===== src/rtl/tank_level_conditioner_pkg.sv =====
// rtl/tank_level_conditioner_pkg.sv - level codes and thermometer check shared by the level conditioner
package level_pkg;

    localparam logic [2:0] LVL_EMPTY = 3'b000;
    localparam logic [2:0] LVL_LOW   = 3'b001;
    localparam logic [2:0] LVL_MID   = 3'b011;
    localparam logic [2:0] LVL_FULL  = 3'b111;

    // A wet sensor implies every sensor below it is wet too.
    function automatic logic is_thermometer(input logic [2:0] code);
        return (code == LVL_EMPTY) || (code == LVL_LOW) ||
               (code == LVL_MID)   || (code == LVL_FULL);
    endfunction

endpackage


===== src/rtl/tank_level_conditioner_if.sv =====
// rtl/tank_level_conditioner_if.sv - raw switch inputs and conditioned level outputs
interface tank_level_conditioner_if;

    logic [2:0] raw_lvl;
    logic       Nv0;
    logic       Nv1;
    logic       Nv2;
    logic       lvl_valid;
    logic       lvl_fault;
    logic       lvl_chg;

    // master: sensor side / consumer of the conditioned levels
    modport master (
        output raw_lvl,
        input  Nv0, Nv1, Nv2, lvl_valid, lvl_fault, lvl_chg
    );

    // slave: the conditioner itself
    modport slave (
        input  raw_lvl,
        output Nv0, Nv1, Nv2, lvl_valid, lvl_fault, lvl_chg
    );

endinterface


===== src/rtl/tank_level_conditioner_debounce_bit.sv =====
// rtl/tank_level_conditioner_debounce_bit.sv - 2-flop synchronizer plus debounce counter for one switch
module lvl_debounce_bit #(
    parameter int DEBOUNCE_CYCLES = 16
) (
    input  logic clk,
    input  logic reset,
    input  logic raw,
    output logic deb
);

    localparam int            CW      = $clog2(DEBOUNCE_CYCLES);
    localparam logic [CW-1:0] CNT_MAX = CW'(DEBOUNCE_CYCLES - 1);

    logic          sync1;
    logic          sync2;
    logic [CW-1:0] cnt;

    always_ff @(posedge clk or posedge reset) begin
        if (reset) begin
            sync1 <= 1'b0;
            sync2 <= 1'b0;
            cnt   <= '0;
            deb   <= 1'b0;
        end else begin
            sync1 <= raw;
            sync2 <= sync1;
            if (sync2 == deb) begin
                cnt <= '0;
            end else if (cnt == CNT_MAX) begin
                // Differed for a full window: accept the new level.
                deb <= sync2;
                cnt <= '0;
            end else begin
                cnt <= cnt + 1'b1;
            end
        end
    end

endmodule


===== src/rtl/tank_level_conditioner.sv =====
// rtl/tank_level_conditioner.sv - debounced, validated Nv2/Nv1/Nv0 level outputs with fail-safe full
module tank_level_conditioner
    import level_pkg::*;
#(
    parameter int DEBOUNCE_CYCLES = 16,
    parameter int FAULT_CYCLES    = 64
) (
    input  logic                      clk,
    input  logic                      reset,
    tank_level_conditioner_if.slave   lvl
);

    localparam int            WW       = $clog2(DEBOUNCE_CYCLES + 1);
    localparam logic [WW-1:0] WARM_MAX = WW'(DEBOUNCE_CYCLES);
    localparam int            FW       = $clog2(FAULT_CYCLES);
    localparam logic [FW-1:0] FCNT_MAX = FW'(FAULT_CYCLES - 1);

    logic [2:0]    code;
    logic [2:0]    nv;
    logic [2:0]    nv_next;
    logic          valid_r;
    logic          valid_next;
    logic          fault_r;
    logic          fault_next;
    logic [FW-1:0] fcnt;
    logic [FW-1:0] fcnt_next;
    logic          chg_r;
    logic [WW-1:0] warm_cnt;
    logic          warm_done;

    for (genvar i = 0; i < 3; i++) begin : g_deb
        lvl_debounce_bit #(
            .DEBOUNCE_CYCLES(DEBOUNCE_CYCLES)
        ) u_deb (
            .clk  (clk),
            .reset(reset),
            .raw  (lvl.raw_lvl[i]),
            .deb  (code[i])
        );
    end

    // The reset value of the debounced bits is not a real reading; wait for the
    // synchronizer to fill and one full debounce window before trusting the code.
    always_ff @(posedge clk or posedge reset) begin
        if (reset) begin
            warm_cnt  <= '0;
            warm_done <= 1'b0;
        end else if (!warm_done) begin
            if (warm_cnt == WARM_MAX) begin
                warm_done <= 1'b1;
            end else begin
                warm_cnt <= warm_cnt + 1'b1;
            end
        end
    end

    always_comb begin
        nv_next    = nv;
        valid_next = valid_r;
        fault_next = fault_r;
        fcnt_next  = fcnt;
        if (warm_done) begin
            if (is_thermometer(code)) begin
                nv_next    = code;
                valid_next = 1'b1;
                fault_next = 1'b0;
                fcnt_next  = '0;
            end else if (!fault_r) begin
                if (fcnt == FCNT_MAX) begin
                    fault_next = 1'b1;
                    nv_next    = LVL_FULL;
                end else begin
                    fcnt_next = fcnt + 1'b1;
                end
            end
        end
    end

    always_ff @(posedge clk or posedge reset) begin
        if (reset) begin
            nv      <= LVL_FULL;
            valid_r <= 1'b0;
            fault_r <= 1'b0;
            fcnt    <= '0;
            chg_r   <= 1'b0;
        end else begin
            nv      <= nv_next;
            valid_r <= valid_next;
            fault_r <= fault_next;
            fcnt    <= fcnt_next;
            chg_r   <= (nv_next != nv);
        end
    end

    assign lvl.Nv0       = nv[0];
    assign lvl.Nv1       = nv[1];
    assign lvl.Nv2       = nv[2];
    assign lvl.lvl_valid = valid_r;
    assign lvl.lvl_fault = fault_r;
    assign lvl.lvl_chg   = chg_r;

endmodule


===== src/flat_wrapper.sv =====
// flat-port wrapper written by rule: the top's interface ports become plain ports
module tank_level_conditioner_flat import level_pkg::*;
#(
    parameter int DEBOUNCE_CYCLES = 16,
    parameter int FAULT_CYCLES    = 64
)
  (clk, reset, lvl_raw_lvl, lvl_Nv0, lvl_Nv1, lvl_Nv2, lvl_lvl_valid, lvl_lvl_fault, lvl_lvl_chg);
  tank_level_conditioner_if lvl_i ();
  input  logic clk;
  input  logic reset;
  input wire logic [$bits(lvl_i.raw_lvl)-1:0] lvl_raw_lvl;
  output wire logic [$bits(lvl_i.Nv0)-1:0] lvl_Nv0;
  output wire logic [$bits(lvl_i.Nv1)-1:0] lvl_Nv1;
  output wire logic [$bits(lvl_i.Nv2)-1:0] lvl_Nv2;
  output wire logic [$bits(lvl_i.lvl_valid)-1:0] lvl_lvl_valid;
  output wire logic [$bits(lvl_i.lvl_fault)-1:0] lvl_lvl_fault;
  output wire logic [$bits(lvl_i.lvl_chg)-1:0] lvl_lvl_chg;
  assign lvl_i.raw_lvl = lvl_raw_lvl;
  assign lvl_Nv0 = lvl_i.Nv0;
  assign lvl_Nv1 = lvl_i.Nv1;
  assign lvl_Nv2 = lvl_i.Nv2;
  assign lvl_lvl_valid = lvl_i.lvl_valid;
  assign lvl_lvl_fault = lvl_i.lvl_fault;
  assign lvl_lvl_chg = lvl_i.lvl_chg;
  tank_level_conditioner #(.DEBOUNCE_CYCLES(DEBOUNCE_CYCLES), .FAULT_CYCLES(FAULT_CYCLES)) u_core (.clk(clk), .reset(reset), .lvl(lvl_i));
endmodule

===== config.mk =====
export PLATFORM = sky130hd
export DESIGN_NAME = tank_level_conditioner_flat
export DESIGN_NICKNAME = d
export VERILOG_FILES = /design/src/rtl/tank_level_conditioner_pkg.sv /design/src/rtl/tank_level_conditioner_if.sv /design/src/rtl/tank_level_conditioner_debounce_bit.sv /design/src/rtl/tank_level_conditioner.sv /design/src/flat_wrapper.sv
export SDC_FILE = /design/constraint.sdc
export NUM_CORES = 1
export LEC_CHECK = 0
export CAP_MARGIN = 5
export CELL_PAD_IN_SITES_DETAIL_PLACEMENT = 0
export CELL_PAD_IN_SITES_GLOBAL_PLACEMENT = 1
export CORE_UTILIZATION = 35
export DETAILED_ROUTE_END_ITERATION = 12
export PLACE_DENSITY = 0.67
export SYNTH_ARGS = -nofsm -noshare
export SYNTH_HDL_FRONTEND = slang
export SYNTH_SLANG_ARGS = --single-unit

===== constraint.sdc =====
create_clock -name clk -period 4.2 [get_ports clk]
set_input_delay 0.63 -clock clk [delete_from_list [all_inputs] [get_ports clk]]
set_output_delay 0.63 -clock clk [all_outputs]
set_load 0.005 [all_outputs]

# [After elaboration in Yosys (flattened, before gate mapping)]
# Cells that the tools add are included.
# Widths: inputs -> output; s select.
[totals] in_bits=5 reg_bits=39 out_inout_bits=6 wordCells=71
[classes] eq_ne=14 addsub=5 n_reduce_logical=10 bitwise_logic=5 n_mux=18
[op_table] op="$mux 4" count=6
[op_table] op="$mux 6" count=3
[op_table] op="$add 4x1->4 const B" count=3
[op_table] op="$eq 4x4->1 const B" count=3
[op_table] op="$mux 3" count=4
[op_table] op="$reduce_and 2->1" count=5
[op_table] op="$add 6x1->6 const B" count=1
[op_table] op="$eq 6x6->1 const B" count=1
[op_table] op="$add 5x1->5 const B" count=1
[op_table] op="$eq 5x5->1 const B" count=1
[op_table] op="$mux 1" count=5
[op_table] op="$not 1->1" count=5
[op_table] op="$eq 1x1->1" count=3
[op_table] op="$eq 3x1->1 const B" count=1
[op_table] op="$eq 3x2->1 const B" count=1
[op_table] op="$eq 3x3->1 const B" count=1
[op_table] op="$logic_not 3->1" count=1
[op_table] op="$logic_or 1x1->1" count=3
[op_table] op="$ne 3x3->1" count=1
[op_table] op="$reduce_and 3->1" count=1
[op_table] op="$ne 2x1->1 const B" count=1
[op_table] op="$ne 2x2->1 const B" count=1

# [Logic depth before layout (Yosys ltp)]
# Gate-level depths: netlist of run 1.
[logic_depth] depth_word=7 ltp_mapped=5 depth_no_buf=5

# [Modules after synthesis]
# Synthesis of run 1 repeated with hierarchy kept, for this count alone.
[hier_totals] cells_unflattened=154 area_unflattened_um2=1785.5
[modules_own_cells] module="tank_level_conditioner" cells_per_inst=97 seq_area_each_um2=454.2 area_each_um2=963.4 instances=1
[modules_own_cells] module="lvl_debounce_bit" cells_per_inst=19 seq_area_each_um2=175.2 area_each_um2=274.0 instances=3

# [Least setup slack after synthesis of run 1]
# OpenSTA, ideal clock, no wires.
[synth_path] path_type="register -> register" start="register u_core.fcnt[0]" end="register u_core.fcnt[4]" path_slack_ps=2758 stages_incl_launch_ff=6 required_time_ps=4123 setup_ps=77 path_buffers=0 period_less_slack_ps=1442 arrival_ps=1364 cell_sequence="dfrtp_1 -> ha_1 -> nand3_1 -> o21ai_0 -> or3_1 -> a21oi_1"
[synth_via] elab_chain_len=4 word_cells_on_any_way=7 classes_between="add/sub (1); eq/ne (2); mux (3); reduce/logical (1)"
[synth_lines] element="start, declared" line_no="tank_level_conditioner.sv:25" text="logic [FW-1:0] fcnt;"
[synth_lines] element="start signal, assigned" line_no="tank_level_conditioner.sv:90" text="fcnt <= fcnt_next;"
[synth_lines] element="$add 6x1->6" line_no="tank_level_conditioner.sv:73" text="fcnt_next = fcnt + 1'b1;"
[synth_lines] element="$mux 6" line_no="tank_level_conditioner.sv:69" text="if (fcnt == FCNT_MAX) begin"
[synth_lines] element="$mux 6" line_no="tank_level_conditioner.sv:68" text="end else if (!fault_r) begin"
[synth_lines] element="$mux 6" line_no="tank_level_conditioner.sv:63" text="if (is_thermometer(code)) begin"
# Several ways; a longest one is shown, not always the timed one. The select of a mux whose other input is x is not followed.
# A chain may end at the register's enable or synchronous reset.

# [Worst setup path in the final report of run 1]
[layout_path] start="register u_core.nv[1]" end="output port lvl_Nv1"
[layout_rtl] element="start, declared" line_no="tank_level_conditioner.sv:19" text="logic [2:0] nv;"
[layout_rtl] element="start signal, assigned" line_no="tank_level_conditioner.sv:87" text="nv <= nv_next;"
[layout_rtl] element="end, declared" line_no="flat_wrapper.sv:13" text="output wire logic [$bits(lvl_i.Nv1)-1:0] lvl_Nv1;"
# No word-level cell between the ends.

==> results of run 1 <==
-- cells by family after synthesis --
family | count (synthesis) | share of synthesized area, %
flip-flops | 39 | 56.1
adder cells (fa/ha/maj) | 6 | 4.30
XOR/XNOR | 12 | 6.02
AO/OA/AOI/OAI | 35 | 13.8
multiplexers | 3 | 1.93
AND/OR/NAND/NOR | 46 | 15.5
buffers and inverters | 9 | 2.44
-- area by class of cell --
cell class,count,area [um2]
inverters,7,26.3
fillers,474,2730
clock buffers,6,82.6
multi-input cells,102,724
clock inverters,2,16.3
repair buffers,11,108
flip-flops and latches,39,980
well taps,67,83.8
-- sequential cells by signal, summed over array words and instances (netlist names) --
| name | count |
|---|---|
| u_core.warm_cnt | 5 |
| u_core.g_deb.u_deb.deb | 3 |
| u_core.g_deb.u_deb.sync2 | 3 |
| u_core.lvl.lvl_fault | 1 |
| u_core.g_deb.u_deb.cnt | 12 |
| u_core.nv | 3 |
| u_core.g_deb.u_deb.sync1 | 3 |
| u_core.warm_done | 1 |
| u_core.lvl.lvl_valid | 1 |
| u_core.lvl.lvl_chg | 1 |
| u_core.fcnt | 6 |
-- metrics by stage --
stage / util (%) / instance area (um2) / std cells
floorplan: - / 1750 / 150
global placement: 40.4 / 1920 / 226
detailed placement: 40.4 / 1920 / 226
CTS: 42.5 / 2020 / 234
global route: 42.5 / 2020 / 234
finish: 42.5 / 2020 / 234
-- power groups by stage --
stage	clock, uW	sequential [uW]	combinational (uW)
detailed placement	0	402	30.0
CTS	276	394	30.3
floorplan	0	400	20.4
global route	293	396	34.6
finish	263	395	29.2
global placement	0	401	28.6
-- path summary, 6_finish.rpt --
path	start	end	slack (ns)	cells after the start
max in group asynchronous	reset	u_core.nv[2]	3.09	3
min in group asynchronous	reset	u_core.g_deb[1].u_deb.sync1	0.76	3
worst min register to register	u_core.g_deb[0].u_deb.sync1	u_core.g_deb[0].u_deb.sync2	0.36	0
worst max-delay path	u_core.nv[1]	lvl_Nv1	2.21	1
worst max register to register	u_core.fcnt[0]	u_core.fcnt[4]	2.61	5
worst min-delay path	u_core.g_deb[0].u_deb.sync1	u_core.g_deb[0].u_deb.sync2	0.36	0
-- cells in the final DEF, fill, tap and decap left out, drive strengths merged, types with 3 or more instances in the layout --
cell type / instances
dfrtp: 36
xnor2: 10
a21oi: 10
clkdlybuf4s50: 10
nand2: 9
nand3: 8
nor2: 8
nor2b: 7
inv: 7
o21ai: 6
ha: 6
clkbuf: 6
nand2b: 6
mux2: 3
o211ai: 3
a311oi: 3
nand4b: 3
dfstp: 3
-- routing by layer --
metal  part of all wire, %  wire (um)
met1                    47       1360
met2                    48       1390
met3                   3.9        113
met4                  0.73         21
met5                     0          0
==> impl_metrics.env, run 1 <==
export IMPL_syn_instance_count=150
export IMPL_drive_gt1_share_pct=11.4
export IMPL_ys_warnings_count=0
export IMPL_path_clk_slew_ns=0.08
export IMPL_finalWirelength_mm=2.88
export IMPL_ant_nets=0
export IMPL_synthArstFlopShare_pct=100
export IMPL_synth_top_area_share_pct=51.6
export IMPL_cts_root_buffer="clkbuf_8"
export IMPL_synth_most_common_cell="dfrtp_1"
export IMPL_cp_arrival_ns=1.36
export IMPL_drc=0
export IMPL_max_stage_delay_ns=0.56
export IMPL_synth_area_per_cell_um2=11.6
export IMPL_critPathKind="flip-flop to primary output"
export IMPL_pwr_density_cell_nw_per_um2=340
export IMPL_cts_tree="yes"
export IMPL_diodes=0
export IMPL_rows=25
export IMPL_die_w_um=72.6
export IMPL_io_buffers=10
export IMPL_run_status="finished, final reports clean"
export IMPL_slowest_stage="dfstp_2"
export IMPL_critical_path_top_delay_family="flip-flops"
export IMPL_clk_path_buf_depth=2
export IMPL_slew_headroom_pct=68.1
export IMPL_hold_class="flip-flop to flip-flop"
export IMPL_clk_latency_ns=0.29
export IMPL_ys_seq_elements=39
export IMPL_cts_hold_buf=0
export IMPL_grt_first_pass_wirelength_mm=5.18
export IMPL_fin_ws_ns=2.21
export IMPL_setup_tns_ns=0
export IMPL_drt_pass1_iterations=4
export IMPL_cts_setup_buffers=0
export IMPL_synth_cell_area_um2=1750
export IMPL_synthTopCellsByCount="dfrtp_1, a21oi_1, xnor2_1, nand2_1"
export IMPL_power_total_uw=687
export IMPL_drv_slew=0
export IMPL_grt_use_met3_pct=4.56
export IMPL_p_int_uw=533
export IMPL_synth_edf_count=0
export IMPL_track_usage_pct=13.0
export IMPL_cp_required_ns=3.57
export IMPL_cts_made_buffers=5
export IMPL_io_pins=11
export IMPL_power_switching_uw=154
export IMPL_fin_crit_ns=1.99
export IMPL_hold_viol_final=0
export IMPL_wire_per_inst_um=12.3
export IMPL_start_kind="flip-flop"
export IMPL_grtUsageMet1_pct=16.8
export IMPL_ctsHtreeMaxLevel=2
export IMPL_synth_ff_type="dfrtp_1"
export IMPL_grt_overflow=0
export IMPL_critPathBufInv=1
export IMPL_hold_ws_ns=0.355
export IMPL_crit_fanout=4
export IMPL_busiest_layer="met2"
export IMPL_layout_nets=177
export IMPL_syn_nets=161
export IMPL_endpoint_kind="primary output"
export IMPL_cts_resized=0
export IMPL_finClkSkew_ns=0.0114
export IMPL_place_congestion=0.774
export IMPL_yosys_top_cells_area="dfrtp_1, xnor2_1, dfstp_2, ha_1, a21oi_1"
export IMPL_final_period_utilization_pct=47.4
export IMPL_clockPowerShare_pct=38.3
export IMPL_leakagePower_uw=0.000845
export IMPL_ys_seq_area_share_pct=56.1
export IMPL_tightest_slew_ns=0.478
export IMPL_fp_dieH_um=72.6
export IMPL_core_area_um2=4750
export IMPL_grt_use_met2_pct=19.7
export IMPL_drt_first_iter_violations=57
export IMPL_setup_viol=0
export IMPL_dpl_hpwl_mm=2.08
export IMPL_antenna_found_initial=0
export IMPL_grt_max_degree=40
export IMPL_grt_pass1_vias=1126
export IMPL_num_vias=1159
export IMPL_synthDistinctLibCells=36
export IMPL_fmax_mhz=503
export IMPL_peakVddDrop_v=0.000196
export IMPL_dpl_worst_slack_ns=2.52
export IMPL_die_area_um2=5280
export IMPL_start_util_pct=36.7
export IMPL_viasPerCell=4.95
export IMPL_power_frac_comb_pct=4.3
export IMPL_clock_sinks=39
export IMPL_grt_setup_unrepaired="no"
export IMPL_pwr_share_seq_pct=57.4
export IMPL_area_delta_synth_final_pct=15.7
export IMPL_synth_area_leader_cell="dfrtp_1"
export IMPL_crit_chain="clkdlybuf4s50_1"
export IMPL_p_sw_share_pct=22.4
export IMPL_drv_cap=0
(Power assumes the default switching activity.)
==> run 2, diff against run 1 <==
- PLACE_DENSITY: 0.67 -> 0.69
- clock period: 4.2 -> 1.65 ns (I/O delays scaled with it)
==> impl_metrics.env, run 2 (same netlist as run 1, synthesis figures left out) <==
export IMPL_run_status="finished, final reports clean"
export IMPL_die_area_um2=5280
export IMPL_hold_viol_final=0
export IMPL_r2r_start="u_core.fcnt[1]"
export IMPL_crit_fanout=5
export IMPL_ant_nets=0
export IMPL_cts_tree="yes"
export IMPL_r2r_slack_ns=0.11
export IMPL_power_frac_comb_pct=4.7
export IMPL_clk_latency_ns=0.28
export IMPL_track_usage_pct=13.5
export IMPL_wire_per_inst_um=12.3
export IMPL_path_clk_slew_ns=0.07
export IMPL_finClkSkew_ns=0.00559
export IMPL_setup_viol=0
export IMPL_core_area_um2=4750
export IMPL_dpl_worst_slack_ns=0.0662
export IMPL_power_switching_uw=370
export IMPL_hold_class="input pin to async pin"
export IMPL_dpl_hpwl_mm=2.06
export IMPL_setup_tns_ns=0
export IMPL_largest_reg_flops=12
export IMPL_layout_commonest_cell="dfrtp_1"
export IMPL_layout_nets=181
export IMPL_tightest_slew_ns=0.356
export IMPL_ctsHtreeMaxLevel=2
export IMPL_slowest_stage="dfstp_2"
export IMPL_peakVddDrop_v=0.000440
export IMPL_clockPowerShare_pct=35.8
export IMPL_dp_cells=229
export IMPL_viasPerCell=4.84
export IMPL_mostFrequentLayoutCells="dfrtp_1, xnor2_1, a21oi_1, clkdlybuf4s50_1, nand2_1"
export IMPL_grt_first_pass_wirelength_mm=5.35
export IMPL_max_stage_delay_ns=0.57
export IMPL_cts_made_buffers=5
export IMPL_area_delta_synth_final_pct=17.7
export IMPL_p_int_uw=1320
export IMPL_grt_max_degree=40
export IMPL_diodes=0
export IMPL_fin_crit_ns=1.60
export IMPL_top_register="u_core.g_deb.u_deb.cnt"
export IMPL_r2r_end="u_core.nv[2]"
export IMPL_fmax_mhz=624
export IMPL_cts_hold_buf=0
export IMPL_endpoint_kind="primary output"
export IMPL_reg2reg_depth=5
export IMPL_grt_setup_unrepaired="no"
export IMPL_cts_root_buffer="clkbuf_8"
export IMPL_cp_required_ns=1.40
export IMPL_drv_slew=0
export IMPL_io_buffers=10
export IMPL_rows=25
export IMPL_fin_cells=238
export IMPL_grt_pass1_vias=1212
export IMPL_place_congestion=0.752
export IMPL_p_sw_share_pct=22.0
export IMPL_antenna_found_initial=0
export IMPL_drt_pass1_iterations=4
export IMPL_critPathKind="flip-flop to primary output"
export IMPL_die_w_um=72.6
export IMPL_cp_depth=1
export IMPL_pwr_density_cell_nw_per_um2=821
export IMPL_critPathBufInv=1
export IMPL_final_period_utilization_pct=97.2
export IMPL_pwr_share_seq_pct=59.5
export IMPL_drc=0
export IMPL_critical_path_top_delay_family="flip-flops"
export IMPL_hold_ws_ns=0.313
export IMPL_start_kind="flip-flop"
export IMPL_leakagePower_uw=0.000866
export IMPL_clk_path_buf_depth=2
export IMPL_drt_first_iter_violations=56
export IMPL_crit_chain="clkdlybuf4s50_1"
export IMPL_io_pins=11
export IMPL_num_vias=1153
export IMPL_finalWirelength_mm=2.92
export IMPL_fin_ws_ns=0.0466
export IMPL_clock_sinks=39
export IMPL_largest_registers="u_core.g_deb.u_deb.cnt (12), u_core.fcnt (6), u_core.warm_cnt (5)"
export IMPL_start_util_pct=36.7
export IMPL_slew_headroom_pct=76.1
export IMPL_fp_dieH_um=72.6
export IMPL_grt_overflow=0
export IMPL_drv_cap=0
export IMPL_cp_arrival_ns=1.36
export IMPL_drive_gt1_share_pct=13.5
==> run 2: cell types whose count changed in the layout (fill, tap and decap cells not counted) <==
cell	delta
clkinv_4	-1
clkinv_2	+1
o31ai_1	-1
clkbuf_1	+2
o21ai_1	+1
o21ai_0	-1
buf_4	+3
nand3_1	-1
clkinvlp_4	-1
nand3_2	+1
o31ai_2	+1
clkbuf_8	-1
buf_12	+1
==> run 2: worst max-delay path by stage <==
stage	start	endpoint	slack [ns]
global placement	u_core.fcnt[0]	u_core.fcnt[4]	0.13
finish	u_core.nv[0]	lvl_Nv0	0.05
floorplan	u_core.fcnt[0]	u_core.fcnt[4]	0.21
global route	u_core.nv[0]	lvl_Nv0	0.008
CTS	u_core.nv[0]	lvl_Nv0	0.03
detailed placement	u_core.fcnt[0]	u_core.fcnt[4]	0.07
==> run 2: routing by layer <==
metal / global-route usage (%) / vias to the layer above / part of all wire (%)
met3: 4.56 / 6 / 3.1
met5: 0 / - / 0
li1: - / 569 / -
met4: 5.88 / 0 / 2.0
met1: 15.9 / 566 / 48
met2: 22.5 / 12 / 47
==> run 2: power by group through the flow <==
stage	clock network (uW)	logic (uW)	registers, uW
after floorplan	0	52.0	1020
after global placement	0	76.9	1020
after detailed placement	0	81.3	1020
after CTS	633	81.8	1000
after global routing	676	93.5	1010
final	604	79.2	1000
==> run 2: area by class of cell <==
type	count	area, um2
Fill cell	467	2700
Sequential cell	39	980
Multi-Input combinational cell	102	734
Timing Repair Buffer	15	150
Tap cell	67	83.8
Clock buffer	7	76.3
Inverter	7	26.3
Clock inverter	1	5.00
==> run 2: timing repair <==
action                                  in CTS  in global routing
endpoints found under the setup margin       0                  5
buffers inserted                             0                  1
gates resized for setup                      0                  3
==> run 2: through the flow <==
stage	utilization (%)	instance area (um2)	total power (uW)
2_1_floorplan	-	1750	1070
3_3_place_gp	41.2	1960	1100
3_5_place_dp	41.2	1960	1100
6_report	43.2	2060	1690
4_1_cts	42.9	2040	1720
5_1_grt	43.2	2060	1780
==> patch, RTL diff (flow settings as in run 2) <==
`FAULT_CYCLES` is set to 64 in 2 places; all go to 128.
--- a/src/rtl/tank_level_conditioner.sv
+++ b/src/rtl/tank_level_conditioner.sv
@@ -5,3 +5,3 @@
     parameter int DEBOUNCE_CYCLES = 16,
-    parameter int FAULT_CYCLES    = 64
+    parameter int FAULT_CYCLES    = 128
 ) (
--- a/src/flat_wrapper.sv
+++ b/src/flat_wrapper.sv
@@ -4,3 +4,3 @@
     parameter int DEBOUNCE_CYCLES = 16,
-    parameter int FAULT_CYCLES    = 64
+    parameter int FAULT_CYCLES    = 128
 )
Behaviour: no difference found for any inputs over 10 cycles, from zero or initial values and one cycle with reset high; that may be too few to reach the edited logic, so the function may still have changed.
==> patch against run 2 <==
  * Die area grew 2.2%
  * Routed wire length is 3.5% higher
  * Area after synthesis rose by 2.3%
  * Cell area up 3.7%
  * Power rose by 12%
  * Global-route usage barely moved
  * Sequential cell count rose by 1
  * Setup slack gained 0.020 ns
  * Highest routed layer unchanged
==> patch: results (changes against run 2) <==
- Clk tree area frac: 5.05% (+1.1 points)
- Asr flop ratio synth: 100% (unchanged)
- Largest net degree at the start of global routing: 41 (+2.5%)
- Mux contribution to synthesized area: 2.52% (+0.59 points)
- Multi-input combinational area share: 34.6% (-1.1 points)
- Kind of critical path: reg -> out
- CP Max Fanout: 3 (-2)
- CLK BUF: 6 (-1)
- Clock power share: 41.2% (+5.4 points)
- Met2 Use GR: 21.7% (-0.82 points)
- LEAKAGE: 0.899 nW (+3.8%)
- Crit path DAT: 1.34 ns (-0.02 ns)
- Top flop regs: u_core.g_deb.u_deb.cnt (12), u_core.fcnt (7), u_core.warm_cnt (5)
- Cells after Synth: 154 (+2.7%)
- Fin nets: 186 (+2.8%)
- Pre-CTS setup slack: 0.0624 ns (-0.00372 ns)
- Skew final: 0.00625 ns (+0.000669 ns)
- Crit-path max cell delay: 0.55 ns (-0.02 ns)
- Number of fillers in the final layout: 476 (+1.9%)
- Synth unique cells: 37 (+2.8%)
- Vias in the first global route: 1255 (+3.5%)
- Met3 Wirelength: 128 µm (+41%)
- Post-Synth Adder-Cell Area: 4.20% (-0.096 points)
- Top post-synthesis cells by count: 37 x dfrtp_1, 12 x inv_1, 12 x nor2_1
- GRT Util Overall: 13.6% (+0.048 points)
- Via-to-Cell Ratio: 4.93 (+1.8%)
- DRT met1 WL: 1400 µm (+0.50%)
- Dpl hpwl: 2160 µm (+5.2%)
- Routed WL: 3020 µm (+3.5%)
- Sequential share of the synthesized area: 56.2% (+0.14 points)
- Clock-net power: 775 µW (+28%)
- GR Util met3: 6.17% (+1.6 points)
- Post-Synth XOR/XNOR Area: 6.86% (+0.85 points)
- Met2 Wirelength: 1470 µm (+6.3%)
- Area contributors post-synth: dfrtp_1 52%, xnor2_1 4.9%, dfstp_2 4.4%, ha_1 4.2%, a21oi_1 2.5%
- GR met1 Demand/Resource: 15.8% (-0.12 points)
- Sequential share of power: 54.6% (-4.9 points)
- Slew HR: 74.5% (-1.6 points)
- Placement Cell Area: 2000 µm² (+2.3%)
- Syn Nets: 165 (+2.5%)
- Final Cell Area: 2130 µm² (+3.7%)
- First-pass GRT wire length: 5460 µm (+2.1%)
- Iter 0 DRT Violations: 55 (-1.8%)
- Post-route insts no fill: 243 (+2.1%)
- Main synth FF type: dfrtp_1
- Multi-input gates: 101 (-0.98%)
- Compound-Gate Fraction of Synth Area: 13.7% (-0.028 points)
- RD Place Congestion: 0.873 (+16%)
- Outcome: completed
- VDD IR-drop max: 0.450 mV (+2.2%)
- Layout cells sized above 1: 14.8% (+1.3 points)
- Seq cells post-synth: 40 (+2.6%)
- Drt pass-1 iters: 2 (-2)
- Inst Count DP: 234 (+2.2%)
[patch: per-stage QoR]
| step | hold slack (ns) | utilization, % |
|---|---|---|
| after global routing | 0.335 | 44.3 |
| after floorplan | 0.279 | - |
| after detailed placement | 0.341 | 41.6 |
| final | 0.321 | 44.3 |
| after global placement | 0.336 | 41.6 |
| after CTS | 0.331 | 43.8 |
[patch: path summary, 6_finish.rpt]
check | endpoint | cells after the start | from | slack [ns]
min in group clk | u_core.g_deb[1].u_deb.sync2 | 0 | u_core.g_deb[1].u_deb.sync1 | 0.36
min reg2reg | u_core.g_deb[1].u_deb.sync2 | 0 | u_core.g_deb[1].u_deb.sync1 | 0.36
max in group asynchronous | u_core.nv[2] | 3 | reset | 1.07
min | u_core.g_deb[1].u_deb.cnt[1] | 3 | reset | 0.32
max | lvl_Nv0 | 1 | u_core.nv[0] | 0.07
max reg2reg | u_core.fcnt[0] | 5 | u_core.fcnt[1] | 0.10
